## config.mk

```make
export PLATFORM = sky130hd
export DESIGN_NAME = mem_arbiter
export DESIGN_NICKNAME = d
export VERILOG_FILES = /design/src/rtl/mem_arb_pkg.sv /design/src/rtl/mem_arbiter.sv
export SDC_FILE = /design/constraint.sdc
export NUM_CORES = 1
export LEC_CHECK = 0
export BUFFER_PORTS_ARGS = -buffer_cell sky130_fd_sc_hd__buf_2
export CORE_UTILIZATION = 25
export CTS_CLUSTER_DIAMETER = 200
export DETAILED_ROUTE_END_ITERATION = 8
export MAX_ROUTING_LAYER = met4
export PLACE_DENSITY = 0.53
export RECOVER_POWER = 100
export SETUP_SLACK_MARGIN = 0.15
export SLEW_MARGIN = 20
export SYNTH_ARGS = -nofsm -noshare
export SYNTH_HDL_FRONTEND = slang
export SYNTH_SLANG_ARGS = --single-unit
```

## constraint.sdc

```tcl
create_clock -name clk -period 2.1 [get_ports clk]
set_clock_uncertainty 0.15 [all_clocks]
set_input_delay 0.21 -clock clk [delete_from_list [all_inputs] [get_ports clk]]
set_output_delay 0.21 -clock clk [all_outputs]
set_load 0.1 [all_outputs]
```

## src/rtl/mem_arb_pkg.sv

```systemverilog
// Shared types and constants for the two-port SDRAM arbiter.
package mem_arb_pkg;

   typedef enum logic [1:0] {IDLE, ISSUE, WAIT, RESP} state_e;

   localparam int PORT_LOADER = 0;
   localparam int PORT_CPU    = 1;

   // Counter width for the default timeout; the arbiter derives its own from TIMEOUT.
   localparam int TIMEOUT_DEFAULT = 255;
   localparam int TO_WIDTH        = $clog2(TIMEOUT_DEFAULT + 1);

endpackage

```

## src/rtl/mem_arbiter.sv

```systemverilog
// Round-robin arbiter sharing mem_ctl between the UART loader (port 0) and the CPU (port 1).
module mem_arbiter
   import mem_arb_pkg::*;
#(
   parameter int ADDR_WIDTH = 25,
   parameter int DATA_WIDTH = 16,
   parameter int TIMEOUT    = 255
) (
   input  logic                  clk,
   input  logic                  rst,
   input  logic [1:0]            req,
   input  logic                  we0,
   input  logic                  we1,
   input  logic [ADDR_WIDTH-1:0] addr0,
   input  logic [ADDR_WIDTH-1:0] addr1,
   input  logic [DATA_WIDTH-1:0] wdata0,
   input  logic [DATA_WIDTH-1:0] wdata1,
   output logic [1:0]            ack,
   output logic [DATA_WIDTH-1:0] rsp_rdata,
   output logic                  rsp_err,
   output logic                  mem_start,
   output logic                  mem_we,
   output logic [ADDR_WIDTH-1:0] mem_addr,
   output logic [DATA_WIDTH-1:0] mem_wdata,
   input  logic                  mem_busy,
   input  logic                  mem_done,
   input  logic [DATA_WIDTH-1:0] mem_rdata,
   output logic                  busy
);

   localparam int TW = $clog2(TIMEOUT + 1);

   state_e                state_q, state_d;
   logic                  grant_q, grant_d;
   logic                  last_q, last_d;
   logic                  we_q, we_d;
   logic [ADDR_WIDTH-1:0] addr_q, addr_d;
   logic [DATA_WIDTH-1:0] wdata_q, wdata_d;
   logic [DATA_WIDTH-1:0] rdata_q, rdata_d;
   logic                  err_q, err_d;
   logic [TW-1:0]         cnt_q, cnt_d;

   // A lone requester wins; on a tie the port that was not served last wins.
   function automatic logic rr_pick(input logic [1:0] r, input logic last);
      if (r == 2'b11) return ~last;
      return r[1];
   endfunction

   always_comb begin
      state_d   = state_q;
      grant_d   = grant_q;
      last_d    = last_q;
      we_d      = we_q;
      addr_d    = addr_q;
      wdata_d   = wdata_q;
      rdata_d   = rdata_q;
      err_d     = err_q;
      cnt_d     = cnt_q;
      mem_start = 1'b0;
      ack       = 2'b00;
      case (state_q)
         IDLE: if (|req) begin
            grant_d = rr_pick(req, last_q);
            we_d    = grant_d ? we1    : we0;
            addr_d  = grant_d ? addr1  : addr0;
            wdata_d = grant_d ? wdata1 : wdata0;
            state_d = ISSUE;
         end
         ISSUE: if (!mem_busy) begin
            mem_start = 1'b1;
            cnt_d     = '0;
            state_d   = WAIT;
         end
         WAIT: begin
            // mem_done takes priority over a timeout landing in the same cycle.
            if (mem_done) begin
               rdata_d = mem_rdata;
               err_d   = 1'b0;
               state_d = RESP;
            end else if (cnt_q == TW'(TIMEOUT - 1)) begin
               rdata_d = '0;
               err_d   = 1'b1;
               state_d = RESP;
            end else begin
               cnt_d = cnt_q + 1'b1;
            end
         end
         RESP: begin
            if (grant_q) ack[PORT_CPU] = 1'b1;
            else         ack[PORT_LOADER] = 1'b1;
            last_d  = grant_q;
            state_d = IDLE;
         end
         default: state_d = IDLE;
      endcase
   end

   always_ff @(posedge clk) begin
      if (rst) begin
         state_q <= IDLE;
         grant_q <= 1'b0;
         last_q  <= 1'b1;
         we_q    <= 1'b0;
         addr_q  <= '0;
         wdata_q <= '0;
         rdata_q <= '0;
         err_q   <= 1'b0;
         cnt_q   <= '0;
      end else begin
         state_q <= state_d;
         grant_q <= grant_d;
         last_q  <= last_d;
         we_q    <= we_d;
         addr_q  <= addr_d;
         wdata_q <= wdata_d;
         rdata_q <= rdata_d;
         err_q   <= err_d;
         cnt_q   <= cnt_d;
      end
   end

   assign mem_we    = we_q;
   assign mem_addr  = addr_q;
   assign mem_wdata = wdata_q;
   assign rsp_rdata = rdata_q;
   assign rsp_err   = err_q;
   assign busy      = (state_q != IDLE);

endmodule

```

==> results.sh <==
export IMPL_outcome="completed"
export IMPL_synthTopCellsByArea="dfxtp_1 46%, mux2i_1 14%, a211oi_1 11%"
export IMPL_gp_congestion=0.809
export IMPL_ys_flop_type="dfxtp_1"
export IMPL_ys_async_sr_fraction=0
export IMPL_slew_viol_final=0
export IMPL_portBuffers=168
export IMPL_required_ns=1.74
export IMPL_critPathKind="flop to output port"
export IMPL_ir_drop_v=0.000897
export IMPL_via_per_inst=4.47
export IMPL_synth_distinct_cells=35
export IMPL_hold_class="primary input to flop"
export IMPL_drive_above_1_share=0.415
export IMPL_setup_violations_final=0
export IMPL_htree_num_levels=3
export IMPL_wl_um=8350
export IMPL_yosys_area_top_type="dfxtp_1"
export IMPL_cts_root_buf="clkbuf_16"
export IMPL_ys_seq_area_frac=0.457
export IMPL_synth_top_area_frac=0.457
export IMPL_dpl_hpwl_um=6000
export IMPL_syn_nets=432
export IMPL_hold_viol=0
export IMPL_synthCells=319
export IMPL_fin_setup_tns_ns=0
export IMPL_critPathMaxStageDelay_ns=0.47
export IMPL_pre_cts_slack_ns=0.140
export IMPL_drtPass1Iterations=4
export IMPL_end_kind="output port"
export IMPL_core_area_mm2=0.0121
export IMPL_period_minus_slack_ns=1.95
export IMPL_num_nets_final=614
export IMPL_cts_buffers=9
export IMPL_antenna_found_initial=1
export IMPL_synth_most_common_cell="dfxtp_1"
export IMPL_drtIter0Drc=112
export IMPL_clock_latency_ns=0.34
export IMPL_initial_core_util=0.258
export IMPL_relSlewSlack=0.627
export IMPL_die_w_um=114
export IMPL_syn2layout_area_growth_pct=50.2
export IMPL_wl_per_cell_um=12.4
export IMPL_cts_tree="built"
export IMPL_cts_sinks=71
export IMPL_overflow=0
export IMPL_timing_fmax_ghz=0.513
export IMPL_cap_violations=0
export IMPL_ys_top_cells_by_count="71 x dfxtp_1, 50 x nor2_1, 45 x a211oi_1, 43 x mux2i_1, 16 x a22o_1"
export IMPL_slowest_stage="clkbuf_2"
export IMPL_drc_errors=0
export IMPL_num_io_pins=169
export IMPL_total_power_uw=7600
export IMPL_ant_nets=0
export IMPL_final_util=0.387
export IMPL_worstPathArrival_ns=1.59
export IMPL_grt_max_degree=45
export IMPL_cts_buffer_depth=2
export IMPL_grt_pass1_vias=2861
export IMPL_synth_edf_count=0
export IMPL_clk_pin_slew_ns=0.06
export IMPL_worst_slew_pin_slew_ns=0.562
export IMPL_avgSynthCellArea_um2=9.75
export IMPL_syn_area_mm2=0.00311
export IMPL_yosysWarnings=0
export IMPL_leakagePower_uw=0.00211
export IMPL_track_usage=0.137
export IMPL_vias=3017
export IMPL_die_h_um=114
export IMPL_critPathMaxFanout=4
export IMPL_grt_pass1_wl_um=13300
export IMPL_synth_seq_cells=71
export IMPL_cp_start_kind="flop"
export IMPL_power_density_mw_per_mm2=1630
export IMPL_fin_crit_sh=0.929
export IMPL_rsz0062_at_grt="yes"
export IMPL_finalWorstSetupSlack_ns=0.150
export IMPL_crit_chain="inv_2 -> ha_4 -> clkinvlp_4 -> clkbuf_2"
export IMPL_rows=40
export IMPL_dieArea_mm2=0.0129
[power breakdown]
group	internal (µW)	switching (µW)
Sequential	1680	180
Combinational	814	3280
Clock	1040	601
Total	3540	4060
[cell usage in the layout (no fill, tap or decap), types with 7 or more instances in the layout]
cell type,n
a21oi_1,10
clkbuf_2,61
dfxtp_1,70
dlygate4sd3_1,16
a211oi_1,45
clkbuf_16,9
a22o_1,16
nand2_1,8
buf_2,106
mux2i_1,43
buf_4,7
nor2_1,48
[worst paths after layout]
| kind | from | to | slack, ns | cells past startpoint |
|---|---|---|---|---|
| worst max register to register | cnt_q[0]$_SDFFE_PP0P_ | cnt_q[1]$_SDFFE_PP0P_ | 0.20 | 6 |
| worst min-delay path | rst | cnt_q[2]$_SDFFE_PP0P_ | 0.05 | 2 |
| worst max-delay path | state_q[0]$_SDFFE_PP0P_ | busy | 0.15 | 4 |
| worst min register to register | rsp_rdata[15]$_SDFFE_PP0P_ | rsp_rdata[15]$_SDFFE_PP0P_ | 0.33 | 1 |
[per-stage QoR]
step / instance area [µm²] / hold WS [ns] / instances
4_1_cts: 4680 / 0.0451 / 673
5_1_grt: 4670 / 0.0535 / 675
2_1_floorplan: 3190 / 0.185 / 319
3_5_place_dp: 4190 / 0.274 / 641
3_3_place_gp: 4190 / 0.272 / 641
6_report: 4670 / 0.0538 / 675
[worst max-delay path: cells and delay by family (launching register included)]
kind                       cells  cell delay, ns
adders and majority gates      1            0.18
buffers and inverters          3            0.66
DFF                            1            0.40
[final cells by class]
class	count	area, µm²
Antenna cell	1	2.50
Clock buffer	9	225
Clock inverter	7	97.6
Fill cell	1207	7390
Inverter	7	30.0
Multi-Input combinational cell	217	1600
Sequential cell	71	1420
Tap cell	168	210
Timing Repair Buffer	195	1080
[kinds of logic (layout without fill, tap and decap cells)]
group,Yosys count,in the layout,share of synthesized area
buf+inv,31,218,0.0459
fa+ha+maj,7,7,0.0282
other cells,0,1,0
flops,71,71,0.457
compound gates,90,90,0.219
simple gates,77,77,0.112
mux,43,43,0.138
[registers in the layout, summed over array words and instances (netlist names)]
name	flops
mem_wdata	16
last_q	1
grant_q	1
state_q	2
mem_addr	25
rsp_err	1
cnt_q	8
rsp_rdata	16
mem_we	1
[routing by layer]
layer,vias up,GRT usage,wire (µm)
met3,10,0.0542,536
met2,106,0.228,4150
met5,-,-,0
met4,0,0.0456,121
li1,1553,-,-
met1,1348,0.148,3540
[what timing repair did]
item / 4_1_cts / 5_1_grt
resized for setup: 2 / 6
endpoints found under the hold margin: 16 / 0
endpoints found under the setup margin: 4 / 8
setup buffers: 0 / 1
pin swaps: 0 / 1
hold buffers: 16 / 0
cloned: 0 / 0
Power figures use the tool's default switching activity.
